==> config.mk <==
export PLATFORM = sky130hd
export DESIGN_NAME = pipeline_ctrl
export DESIGN_NICKNAME = d
export VERILOG_FILES = /design/src/rtl/pipeline_pkg.sv /design/src/rtl/pipe_hazard_detect.sv /design/src/rtl/pipeline_ctrl.sv
export SDC_FILE = /design/constraint.sdc
export NUM_CORES = 1
export LEC_CHECK = 0
export CORE_AREA = 2 2 68 70
export DETAILED_ROUTE_END_ITERATION = 12
export DIE_AREA = 0 0 70 72
export PLACE_DENSITY_LB_ADDON = 0.2
export SYNTH_ARGS = -nofsm -noshare
export SYNTH_HDL_FRONTEND = slang
export SYNTH_SLANG_ARGS = --single-unit
==> constraint.sdc <==
create_clock -name clk -period 4.1 [get_ports clk]
set_clock_uncertainty 0.1 [all_clocks]
set_input_delay 0.82 -clock clk [delete_from_list [all_inputs] [get_ports clk]]
set_output_delay 0.82 -clock clk [all_outputs]
set_load 0.1 [all_outputs]
==> src/rtl/pipeline_pkg.sv <==
// Shared definitions for the pipeline sequencer.
// Contents: stage indices, controller state encoding, register-number width,
// and the packed EX-stage shadow payload.
package pipeline_pkg;

  // Buffer / stage indices into buf_en and stage_valid
  localparam int unsigned ST_IFID  = 0;
  localparam int unsigned ST_IDEX  = 1;
  localparam int unsigned ST_EXMEM = 2;
  localparam int unsigned ST_MEMWB = 3;

  localparam int unsigned NUM_STAGES = 4;
  localparam int unsigned REG_W      = 4;

  // Width of the memory-wait counter; covers MEM_WAIT_MAX up to 65535
  localparam int unsigned WAIT_W = 16;

  typedef enum logic [1:0] {
    RUN      = 2'd0,
    MEM_WAIT = 2'd1,
    TIMEOUT  = 2'd2
  } ctrl_state_t;

  // Copy of the ID-stage destination info for the instruction now in EX
  typedef struct packed {
    logic [REG_W-1:0] rd;
    logic             rd_we;
    logic             is_load;
  } ex_shadow_t;

endpackage

==> src/rtl/pipe_hazard_detect.sv <==
// Combinational load-use hazard detector.
// Ports:
//   id_valid, ex_valid          stage_valid of IF/ID and ID/EX buffers
//   id_rs_a/id_rs_b (+ _used)   source registers read by the ID instruction
//   ex_rd, ex_rd_we, ex_is_load shadow of the instruction now in EX
//   lu_c                        ID needs a value the EX load has not produced yet
module pipe_hazard_detect
  import pipeline_pkg::*;
(
  input  logic             id_valid,
  input  logic             ex_valid,
  input  logic [REG_W-1:0] id_rs_a,
  input  logic             id_rs_a_used,
  input  logic [REG_W-1:0] id_rs_b,
  input  logic             id_rs_b_used,
  input  logic [REG_W-1:0] ex_rd,
  input  logic             ex_rd_we,
  input  logic             ex_is_load,
  output logic             lu_c
);

  logic match_a;
  logic match_b;

  // Source-operand compares against the EX load's destination
  always_comb begin
    match_a = id_rs_a_used & (id_rs_a == ex_rd);
    match_b = id_rs_b_used & (id_rs_b == ex_rd);
    lu_c    = id_valid & ex_valid & ex_is_load & ex_rd_we & (match_a | match_b);
  end

endmodule

==> src/rtl/pipeline_ctrl.sv <==
// Pipeline sequencer for the IF/ID, ID/EX, EX/MEM and MEM/WB buffers.
// Ports:
//   clk, rst_n        clock, synchronous active-low reset
//   fetch_valid       instruction memory returned a word this cycle
//   id_*              source/destination info of the instruction in ID
//   ex_branch_taken   EX redirects the PC this cycle
//   mem_busy          data memory not ready for the instruction in MEM
//   pc_en, buf_en     same-cycle load enables (gated low while in reset)
//   stage_valid       registered valid bit per buffer
//   mem_timeout       sticky flag: memory wait exceeded MEM_WAIT_MAX
//   stall_cycles      saturating count of cycles with pc_en low
module pipeline_ctrl
  import pipeline_pkg::*;
#(
  parameter int unsigned MEM_WAIT_MAX = 255,
  parameter int unsigned CNT_W        = 16
) (
  input  logic             clk,
  input  logic             rst_n,
  input  logic             fetch_valid,
  input  logic [REG_W-1:0] id_rs_a,
  input  logic [REG_W-1:0] id_rs_b,
  input  logic             id_rs_a_used,
  input  logic             id_rs_b_used,
  input  logic [REG_W-1:0] id_rd,
  input  logic             id_rd_we,
  input  logic             id_is_load,
  input  logic             ex_branch_taken,
  input  logic             mem_busy,
  output logic             pc_en,
  output logic [3:0]       buf_en,
  output logic [3:0]       stage_valid,
  output logic             mem_timeout,
  output logic [CNT_W-1:0] stall_cycles
);

  ctrl_state_t       state;
  ctrl_state_t       state_nxt;
  ex_shadow_t        shadow;
  ex_shadow_t        shadow_nxt;
  logic [3:0]        valid_nxt;
  logic [WAIT_W-1:0] wait_cnt;
  logic [WAIT_W-1:0] wait_nxt;
  logic              pc_en_raw;
  logic [3:0]        buf_en_raw;
  logic              run_rules;
  logic              mb;
  logic              br;
  logic              lu;

  // Qualified events
  assign mb = mem_busy & stage_valid[ST_EXMEM];
  assign br = ex_branch_taken & stage_valid[ST_IDEX];

  pipe_hazard_detect u_hazard (
    .id_valid     (stage_valid[ST_IFID]),
    .ex_valid     (stage_valid[ST_IDEX]),
    .id_rs_a      (id_rs_a),
    .id_rs_a_used (id_rs_a_used),
    .id_rs_b      (id_rs_b),
    .id_rs_b_used (id_rs_b_used),
    .ex_rd        (shadow.rd),
    .ex_rd_we     (shadow.rd_we),
    .ex_is_load   (shadow.is_load),
    .lu_c         (lu)
  );

  // State register, valid shift register, EX shadow, wait counter
  always_ff @(posedge clk) begin
    if (!rst_n) begin
      state       <= RUN;
      stage_valid <= '0;
      shadow      <= '0;
      wait_cnt    <= '0;
    end else begin
      state       <= state_nxt;
      stage_valid <= valid_nxt;
      shadow      <= shadow_nxt;
      wait_cnt    <= wait_nxt;
    end
  end

  // Next-state and enable logic
  always_comb begin
    state_nxt  = state;
    valid_nxt  = stage_valid;
    shadow_nxt = shadow;
    wait_nxt   = wait_cnt;
    pc_en_raw  = 1'b0;
    buf_en_raw = 4'h0;
    run_rules  = 1'b0;

    case (state)
      RUN: begin
        if (mb) begin
          state_nxt = MEM_WAIT;
          wait_nxt  = WAIT_W'(1);
        end else begin
          run_rules = 1'b1;
        end
      end
      MEM_WAIT: begin
        if (mb) begin
          if (wait_cnt == WAIT_W'(MEM_WAIT_MAX)) begin
            state_nxt = TIMEOUT;
          end else begin
            wait_nxt = wait_cnt + WAIT_W'(1);
          end
        end else begin
          // Release: RUN rules apply in this same cycle
          state_nxt = RUN;
          wait_nxt  = '0;
          run_rules = 1'b1;
        end
      end
      TIMEOUT: begin
        state_nxt = TIMEOUT;
      end
      default: begin
        state_nxt = RUN;
      end
    endcase

    if (run_rules) begin
      pc_en_raw  = 1'b1;
      buf_en_raw = 4'hF;
      if (br) begin
        // Squash the two younger instructions; the branch moves on to MEM
        valid_nxt  = {stage_valid[ST_EXMEM], stage_valid[ST_IDEX], 2'b00};
        shadow_nxt = '0;
      end else if (lu) begin
        // Hold PC and IF/ID, inject one bubble into ID/EX
        pc_en_raw  = 1'b0;
        buf_en_raw = 4'hE;
        valid_nxt  = {stage_valid[ST_EXMEM], stage_valid[ST_IDEX], 1'b0,
                      stage_valid[ST_IFID]};
        shadow_nxt = '0;
      end else begin
        valid_nxt  = {stage_valid[ST_EXMEM:ST_IFID], fetch_valid};
        shadow_nxt = '{rd: id_rd, rd_we: id_rd_we, is_load: id_is_load};
      end
    end
  end

  assign pc_en  = rst_n & pc_en_raw;
  assign buf_en = {NUM_STAGES{rst_n}} & buf_en_raw;

  // Sticky timeout flag and saturating stall counter
  always_ff @(posedge clk) begin
    if (!rst_n) begin
      mem_timeout  <= 1'b0;
      stall_cycles <= '0;
    end else begin
      if (state_nxt == TIMEOUT) begin
        mem_timeout <= 1'b1;
      end
      if (!pc_en && (stall_cycles != {CNT_W{1'b1}})) begin
        stall_cycles <= stall_cycles + CNT_W'(1);
      end
    end
  end

endmodule

==> results.toml <==
[timing]
fin_crit_sh_pct = 83.8
worst_pin_slew_ns = 0.971
rsz0062_at_grt = "false"
worst_hold_slack_ns = 0.368
maxSlewHeadroom_pct = 35.0
setup_viol = 0
fin_ws_ns = 0.665
timing.final.max_slew_violations = 0
setup_tns_ns = 0
period_minus_slack_ns = 3.44
hold_viol_final = 0
fmax_mhz = 291

[worst_setup_path]
worstReg2RegEnd = "stall_cycles[14]"
critPathMaxFanout = 6
cp-startpoint = "mem_busy"
r2r_cells = 7
startpoint_type = "input pin"
reg2reg_slack_ns = 1.81
r2r-start = "stage_valid[1]"
crit_arrival_ns = 2.52
endpoint = "buf_en[0]"
critPathRequiredTime_ns = 3.18
end_kind = "output port"
critical_path_class = "input pin to output port"

[finish]
synthToLayoutAreaGrowth_pct = 27.9
final_cell_area_um2 = 2950
drive_gt1_share_pct = 8.86
diodes = 0
final_cells = 368
fin_util_pct = 69.2
num-nets-final = 338

[logic_synthesis]
synth_top_area_share_pct = 39.0
syn_area_um2 = 2310
synth_largest_area_cell = "dfxtp_1"
async_flop_share_pct = 0
synth_top_flop_cell = "dfxtp_1"
syn-instance-count = 272
yosys-top-cells-count = "45 x dfxtp_1, 25 x nand2_1, 24 x nor2_1"
synth-seq-cells = 45
yosys_warnings = 0
postSynthAreaPerCell_um2 = 8.49
yosysMostFrequentCell = "dfxtp_1"
synth_edf_count = 0
synth_area_leaders = "dfxtp_1 39%, xnor2_1 5.3%, nand2_1 4.1%"
yosysSeqAreaShare_pct = 39.0
synth_cell_types = 49
synth_nets = 295

[clock_tree]
cts_tree = "done"
clkTransAtPathRegs_ns = 0.08
clockRootBuffer = "clkbuf_8"
cts_sinks = 45
numCtsBuffers = 5
hold_buffers = 0
cts_resized = 0
clock_latency_ns = 0.30
htreeDepth = 2
post_cts_buffers = 0
cts.path.max_buffers = 2

[placement]
gp_routability_congestion = 0.798
dp_hpwl_mm = 3.76
placed_cells = 360
pre_cts_ws_ns = 0.662
place_area_um2 = 2840
io_buffer_count = 46

[floorplanning]
die_h_um = 72
die_x_um = 70
ios = 47
start_util_pct = 54.1
die_area_um2 = 5040
core.rowCount = 24
core_area_um2 = 4260

[pwr]
switching_share_pct = 25.4
combPwrFrac_pct = 14.6
internal_power_uw = 696
finalPower_uw = 933
vdd.ir_drop.worst_uv = 208
pwr-share-clk_pct = 36.9
cellPowerDensity_nw_per_um2 = 316
p_sw_uw = 237
p_leak_nw = 1.00
sequentialPowerShare_pct = 48.5

[routing]
vias = 2169
wl_per_cell_um = 14.0
drt_pass1_iterations = 4
drtIter0Drc = 163
antenna_left = 0
drcViolationCount = 0
via_per_inst = 5.89
drt_wl_total_mm = 5.15

[global_route]
grt_pass1_wl_mm = 9.24
grt_pass1_vias = 2044
grt_max_degree = 28
antenna_found_initial = 0
track_usage_pct = 22.6
overflow = 0

[min_path]
hold_path.class = "register to register"

[flow_run]
max_cap_viol_count = 0

[outcome]
status = "completed"
-- final cells by class --
type	count	area, µm²
fillers	370	1310
flip-flops and latches	45	901
inverters	3	11.3
repair buffers	51	548
clock buffers	7	86.3
clock inverters	1	30.0
multi-input cells	209	1310
well taps	52	65.1
-- power groups by stage --
| stage | clock network [mW] | logic (mW) | registers, mW |
|---|---|---|---|
| after floorplan | 0 | 0.0730 | 0.477 |
| after global placement | 0 | 0.134 | 0.463 |
| after detailed placement | 0 | 0.136 | 0.463 |
| after CTS | 0.355 | 0.137 | 0.453 |
| after global routing | 0.374 | 0.144 | 0.454 |
| final | 0.344 | 0.136 | 0.453 |
-- critical path: stages --
cell             delay [ns]
clkdlybuf4s50_1        0.47
nand2_1                0.22
nand2b_1               0.14
nor2_4                 0.24
a21boi_2               0.40
buf_12                 0.23
-- layer usage --
layer  part of all wire [%]  track usage [%]  vias up
met1                     46             28.7     1014
li1                       -                -     1091
met5                      0                0        -
met4                    1.1             7.05        0
met3                    5.4             5.28        6
met2                     48             38.5       58
-- placed cells by master, fill, tap and decap left out, types with 2 or more instances in the layout --
master           count
a22oi_1              6
inv_1                3
or3_1                7
dfxtp_1             45
clkdlybuf4s50_1     41
and2_1               2
xnor2_1             14
o41ai_1              3
a21oi_1             18
mux2i_1              3
nor4_1               4
o311ai_0             2
o31ai_1              6
buf_4                5
nand4_1              7
and3_1               9
or2_2                2
ha_1                 2
nand2b_1             7
xor2_1               4
nor2_1              23
or4_1                5
nand3_1             14
and4_1               4
o211ai_1             3
buf_12               5
nand2_1             25
o21ai_0             11
clkbuf_8             6
nor3_1               9
-- cells by family (layout without fill, tap and decap cells) --
kind of cell / Yosys count / after routing / synth area share [%]
buffers and inverters: 18 / 62 / 4.50
adders and majority gates: 2 / 2 / 1.08
AOI/OAI and AO/OA: 60 / 60 / 17.9
and+or+nand+nor: 126 / 126 / 29.3
DFF: 45 / 45 / 39.0
xor gates and xnor gates: 18 / 18 / 6.83
muxes: 3 / 3 / 1.30
-- state kept, by name, indices dropped and copies added, names as in the netlist --
signal        cells
wait_cnt         16
shadow            6
stage_valid       4
mem_timeout       1
stall_cycles     16
state             2
-- worst min path at each step --
stage                      from           to  slack [ns]  depth (start not counted)
finish              mem_timeout  mem_timeout        0.37                          1
global route        mem_timeout  mem_timeout        0.40                          1
CTS                 mem_timeout  mem_timeout        0.37                          1
detailed placement  mem_timeout  mem_timeout        0.36                          1
global placement    mem_timeout  mem_timeout        0.36                          1
floorplan           wait_cnt[8]  wait_cnt[8]        0.37                          2
Power figures use the tool's default switching activity.
